**src/rtl/cl_hello_world_pkg.sv**
```systemverilog
// Shared definitions for the hello-world CL: register map, bus-slave FSM
// state encodings and AXI response codes.
package cl_hello_world_pkg;

  localparam logic [31:0] HELLO_WORLD_REG_ADDR = 32'h0000_0500;
  localparam logic [31:0] VLED_REG_ADDR        = 32'h0000_0504;

  localparam logic [1:0]  AXI_RESP_OKAY        = 2'b00;

  typedef enum logic [2:0] {
    WR_IDLE,
    WR_WAIT_W,
    WR_WAIT_AW,
    WR_COMMIT,
    WR_RESP
  } wr_state_e;

  typedef enum logic {
    RD_IDLE,
    RD_DATA
  } rd_state_e;

endpackage

```
**src/rtl/cl_hello_world_ocl_slv.sv**
```systemverilog
// AXI4-Lite slave on the shell OCL channel: turns bus writes into a one-cycle
// write strobe for the core and serves reads of the hello-world/vLED registers.
module cl_hello_world_ocl_slv
  import cl_hello_world_pkg::*;
#(
  parameter logic [31:0] HELLO_ADDR     = HELLO_WORLD_REG_ADDR,
  parameter logic [31:0] VLED_ADDR      = VLED_REG_ADDR,
  parameter logic [31:0] UNMAPPED_RDATA = 32'hDEAD_BEEF
) (
  input  logic        clk_main_a0,
  input  logic        rst_main,

  input  logic        ocl_awvalid,
  output logic        ocl_awready,
  input  logic [31:0] ocl_awaddr,
  input  logic        ocl_wvalid,
  output logic        ocl_wready,
  input  logic [31:0] ocl_wdata,
  input  logic [3:0]  ocl_wstrb,
  output logic        ocl_bvalid,
  input  logic        ocl_bready,
  output logic [1:0]  ocl_bresp,

  input  logic        ocl_arvalid,
  output logic        ocl_arready,
  input  logic [31:0] ocl_araddr,
  output logic        ocl_rvalid,
  input  logic        ocl_rready,
  output logic [31:0] ocl_rdata,
  output logic [1:0]  ocl_rresp,

  output logic [31:0] wr_addr,
  output logic [31:0] wdata,
  output logic        wready,
  input  logic [31:0] hello_world_q_byte_swapped,
  input  logic [15:0] vled_q
);

  wr_state_e wr_state;
  rd_state_e rd_state;

  // Byte strobes are deliberately ignored: every write is a full word.
  logic unused_wstrb;
  assign unused_wstrb = ^ocl_wstrb;

  function automatic logic [31:0] rd_mux(input logic [31:0] addr,
                                         input logic [31:0] hello_q,
                                         input logic [15:0] vled);
    if (addr == HELLO_ADDR)     return hello_q;
    else if (addr == VLED_ADDR) return {16'h0000, vled};
    else                        return UNMAPPED_RDATA;
  endfunction

  assign ocl_awready = (wr_state == WR_IDLE) || (wr_state == WR_WAIT_AW);
  assign ocl_wready  = (wr_state == WR_IDLE) || (wr_state == WR_WAIT_W);
  assign wready      = (wr_state == WR_COMMIT);
  assign ocl_bvalid  = (wr_state == WR_RESP);
  assign ocl_bresp   = AXI_RESP_OKAY;

  assign ocl_arready = (rd_state == RD_IDLE);
  assign ocl_rvalid  = (rd_state == RD_DATA);
  assign ocl_rresp   = AXI_RESP_OKAY;

  // Write path: collect AW and W in either order, strobe the core, then respond
  always_ff @(posedge clk_main_a0 or posedge rst_main) begin
    if (rst_main) begin
      wr_state <= WR_IDLE;
      wr_addr  <= '0;
      wdata    <= '0;
    end else begin
      unique case (wr_state)
        WR_IDLE: begin
          if (ocl_awvalid && ocl_wvalid) begin
            wr_addr  <= ocl_awaddr;
            wdata    <= ocl_wdata;
            wr_state <= WR_COMMIT;
          end else if (ocl_awvalid) begin
            wr_addr  <= ocl_awaddr;
            wr_state <= WR_WAIT_W;
          end else if (ocl_wvalid) begin
            wdata    <= ocl_wdata;
            wr_state <= WR_WAIT_AW;
          end
        end
        WR_WAIT_W: begin
          if (ocl_wvalid) begin
            wdata    <= ocl_wdata;
            wr_state <= WR_COMMIT;
          end
        end
        WR_WAIT_AW: begin
          if (ocl_awvalid) begin
            wr_addr  <= ocl_awaddr;
            wr_state <= WR_COMMIT;
          end
        end
        WR_COMMIT: wr_state <= WR_RESP;
        WR_RESP:   if (ocl_bready) wr_state <= WR_IDLE;
        default:   wr_state <= WR_IDLE;
      endcase
    end
  end

  // Read path: data is registered at the AR handshake and held until accepted
  always_ff @(posedge clk_main_a0 or posedge rst_main) begin
    if (rst_main) begin
      rd_state  <= RD_IDLE;
      ocl_rdata <= '0;
    end else begin
      unique case (rd_state)
        RD_IDLE: begin
          if (ocl_arvalid) begin
            ocl_rdata <= rd_mux(ocl_araddr, hello_world_q_byte_swapped, vled_q);
            rd_state  <= RD_DATA;
          end
        end
        RD_DATA: if (ocl_rready) rd_state <= RD_IDLE;
        default: rd_state <= RD_IDLE;
      endcase
    end
  end

endmodule
```
**config.mk**
```make
export PLATFORM = sky130hd
export DESIGN_NAME = cl_hello_world_ocl_slv
export DESIGN_NICKNAME = d
export VERILOG_FILES = /design/src/rtl/cl_hello_world_pkg.sv /design/src/rtl/cl_hello_world_ocl_slv.sv
export SDC_FILE = /design/constraint.sdc
export NUM_CORES = 1
export LEC_CHECK = 0
export CORE_AREA = 2 2 103 105
export CTS_CLUSTER_SIZE = 40
export DETAILED_ROUTE_END_ITERATION = 10
export DIE_AREA = 0 0 105 107
export DONT_BUFFER_PORTS = 1
export GPL_ROUTABILITY_DRIVEN = 1
export GPL_TIMING_DRIVEN = 1
export PLACE_DENSITY_LB_ADDON = 0.12
export REMOVE_ABC_BUFFERS = 1
export SYNTH_ARGS = -nofsm -noshare
export SYNTH_HDL_FRONTEND = slang
export SYNTH_SLANG_ARGS = --single-unit
```
**constraint.sdc**
```tcl
create_clock -name clk_main_a0 -period 8.5 [get_ports clk_main_a0]
set_input_delay 2.125 -clock clk_main_a0 [delete_from_list [all_inputs] [get_ports clk_main_a0]]
set_output_delay 2.125 -clock clk_main_a0 [all_outputs]
set_load 0.03 [all_outputs]
```
# After elaboration in Yosys (flattened, before gate mapping)
# Index checks and enable logic that the tools add are counted.
[word_totals]
register_bits = 100
output_inout_bits = 106
in_bits = 155
[classes]
bitwise = 1
muxes = 19
eq_ne = 11
n_reduce_logical = 9
[op_table]
columns = ["op", "count"]
rows = [
  ["32-bit two-way mux", 7],
  ["32-bit case mux with 2 select lines", 2],
  ["32-bit by 11-bit == test with 1-bit output (second input constant)", 2],
  ["3-bit two-way mux", 6],
  ["3-bit case mux with 5 select lines", 1],
  ["3-bit by 2-bit == test with 1-bit output (second input constant)", 2],
  ["2-bit != test (second input constant)", 2],
  ["4-bit by 3-bit != test with 1-bit output (second input constant)", 1],
  ["2-bit AND reduction", 2],
  ["4-bit AND reduction", 1],
  ["2-bit nonzero test", 2],
  ["3-bit by 1-bit == test with 1-bit output (second input constant)", 1],
  ["3-bit == test (second input constant)", 1],
  ["3-bit logical NOT", 1],
  ["3-bit by 2-bit != test with 1-bit output (second input constant)", 1],
  ["1-bit logical OR", 2],
  ["1-bit two-way mux", 2],
  ["2-bit by 1-bit != test with 1-bit output (second input constant)", 1],
  ["1-bit case mux with 2 select lines", 1],
  ["1-bit logical AND", 1],
  ["1-bit NOT", 1],
]

# Longest topological paths before layout
[depth]
ltp_word = 4
depth_mapped = 5

# Worst setup path after synthesis
# OpenSTA, ideal clock, no wires.
[synth_timing]
path_kind = "flip-flop to output port"
start = "reg wr_state[2]"
end = "out ocl_bvalid"
setup_slack_ps = 5146
stages_incl_launch_ff = 2
n_path_buf = 0
arrival_ps = 1229
cell_sequence = "dfrtp_1 > nor3b_1"
[synth_via]
elab_chain_len = 1
[synth_lines]
columns = ["element", "line", "rtl"]
rows = [
  ["start: declaration", "cl_hello_world_ocl_slv.sv:39", "wr_state_e wr_state;"],
  ["start signal: assignment", "cl_hello_world_ocl_slv.sv:67", "wr_state <= WR_IDLE;"],
  ["start signal: assignment", "cl_hello_world_ocl_slv.sv:76", "wr_state <= WR_COMMIT;"],
  ["start signal: assignment", "cl_hello_world_ocl_slv.sv:79", "wr_state <= WR_WAIT_W;"],
  ["3-bit == test", "cl_hello_world_ocl_slv.sv:57", "assign ocl_bvalid = (wr_state == WR_RESP);"],
  ["end: declaration", "cl_hello_world_ocl_slv.sv:20", "output logic ocl_bvalid,"],
]
# Every way passes these cells.

# Worst setup path in the final report
# Ends and elaborated chain as after synthesis.

==> impl_metrics.ini <==
[synth]
synth_top_area_share_pct = 57.44
synth_most_common_cell = dfrtp_1
synth_common_cells = dfrtp_1 (100), mux2_2 (32), mux2_4 (30)
ys_seq_area_share_pct = 57.44
synth_cell_types = 31
synth_edf_count = 0
synth_warnings = 0
async_flop_share_pct = 100.0
synthCells = 321
synth-main-ff-cell = dfrtp_1
synth_seq_cells = 100
yosys-top-cells-area = dfrtp_1 (57%), mux2_4 (10%), mux2_2 (8.3%)
yosys.area.top_type = dfrtp_1
syn_area_mm2 = 0.004357
synth.avg_cell_area_um2 = 13.57

[worst_hold_path]
hp-start = wr_state[2]
hold_path_class = reg -> reg
hold_end = wr_state[1]
hold_depth = 1

[floorplanning]
dieArea_mm2 = 0.01124
rows = 37
core_mm2 = 0.01009
io_pins = 261
fp.dieW_um = 105
initial_core_util_pct = 43.17
die_y_um = 107

[clocking]
clock-root-buffer = clkbuf_8
cts_resized = 0
cts_buffers = 9
clkTransAtPathRegs_ps = 90
tritoncts = built
cts_max_path_buffers = 2
clock-sinks = 100
holdBufCountCts = 0
clk_latency_ps = 360
post-cts-setup-buffers = 0
htreeDepth = 3

[route]
drt_iter0_drc = 134
ant_nets = 0
post-route-drc-count = 0
vias = 2502
wl_per_cell_um = 22.10
viasPerCell = 5.548
routed_wl_um = 9968
dr.pass1.iters = 4

[cells_and_area]
final_nets = 465
n_antenna_cell = 0
fin_cells = 451
drive_gt1_share_pct = 29.52
synthToLayoutAreaGrowth_pct = 5.370

[sta]
finalClockSkew_ps = 14.02
tns_ps = 0
fmax_mhz = 259.6
tightest_slew_ps = 1099
rsz0062_at_grt = no
fin_crit_ps = 3853
drv_slew = 0
setup_viol = 0
min_period_over_period_pct = 45.33
slew_headroom_pct = 26.59
hold_viol = 0

[setup_path]
cp_top_family = simple AND/OR/NAND/NOR gates
crit_path_max_fanout = 7
end_kind = output port
reg2reg_depth = 3
cp.arrival_ps = 1730
cp-start-kind = register
rrSetupSlack_ps = 6000
cp.required_ps = 6380
slowest_stage = nor3b_1
cp_cell_sequence = nor3b_1
regToRegStartpoint = wr_state[2]
critPathKind = reg -> out
crit_buf_inv = 0
cpPeakStageDelay_ps = 910

[global_routing]
grt_use_total_pct = 17.38
grt_pass1_wl_um = 15010
antenna_found_initial = 0
grt_overflow = 0
grt_pass1_vias = 2633
grt_max_degree = 77

[placement]
gp_congestion = 0.7526
portBuffers = 0
dp.cells = 435
place_hpwl_um = 7227

[power_and_ir_drop]
peakVddDrop_mv = 0.2253
power_per_cell_area_mw_per_mm2 = 383.1
power_leakage_nw = 1.901
finalPower_mw = 1.758

[status]
outcome = finished, final reports clean

[flow_run]
max_cap_violations = 0
==> per-stage QoR <==
step / hold slack, ps / setup WS (ps) / utilization (%) / cell area (um2)
6_report: 570.5 / 4647 / 45.49 / 4591
5_1_grt: 602.9 / 4532 / 45.49 / 4591
4_1_cts: 580.8 / 4607 / 45.49 / 4591
3_5_place_dp: 554.3 / 4659 / 43.59 / 4399
3_3_place_gp: 545.0 / 4733 / 43.59 / 4399
2_1_floorplan: 503.4 / 3756 / - / 4203
==> routing by layer <==
layer	track usage, %	wire length [um]
met1	19.57	3753
met2	29.59	5029
met3	7.234	1020
met4	6.381	165
met5	0	0
==> report_power, final <==
part	switching (mW)	internal, mW	total (mW)
clock network	0.172	0.121	0.293
registers	0.446	0.636	1.08
logic	0.153	0.231	0.383
total	0.771	0.988	1.76
==> cells by family (layout without fill, tap and decap cells) <==
kind of cell / count (synthesis) / in the layout / synth area share [%]
compound gates: 46 / 46 / 7.324
buf+inv: 32 / 23 / 4.222
flops: 100 / 100 / 57.44
mux: 81 / 81 / 23.03
other cells: 1 / 4 / 0.08607
simple gates: 61 / 61 / 7.898
==> cell type report <==
type,instances,area [um2]
Clock buffer,10,137.6
Clock inverter,6,53.80
Fill cell,926,5502
Inverter,5,21.27
Multi-Input combinational cell,192,1690
Sequential cell,100,2502
Tap cell,136,170.2
Timing Repair Buffer,2,15.01
==> how the worst max path moves through the flow <==
stage	startpoint	to	cells past startpoint
finish	wr_state[2]	ocl_bvalid	1
global route	wr_state[2]	ocl_bvalid	1
CTS	wr_state[2]	ocl_bvalid	1
detailed placement	ocl_araddr[27]	ocl_rdata[11]	3
global placement	ocl_araddr[27]	ocl_rdata[2]	3
floorplan	rst_main	async pin	1
==> cells in the final DEF, fill, tap and decap left out, types with 3 or more instances in the layout <==
| master | synthesis | layout |
|---|---|---|
| mux2i_1 | 17 | 17 |
| a31oi_1 | 11 | 11 |
| o41ai_1 | 3 | 3 |
| a41oi_1 | 13 | 13 |
| nand2b_1 | 3 | 3 |
| a21oi_1 | 12 | 12 |
| mux2_2 | 32 | 32 |
| conb_1 | 1 | 4 |
| dfrtp_1 | 100 | 100 |
| mux2_4 | 30 | 30 |
| nor4_2 | 6 | 6 |
| inv_1 | 5 | 4 |
| nor2_1 | 28 | 28 |
| nand2_1 | 9 | 9 |
| o31ai_1 | 5 | 5 |
| clkbuf_8 | 0 | 10 |
| nand3_1 | 5 | 5 |
Note: power is estimated with default switching activity, not from simulation.
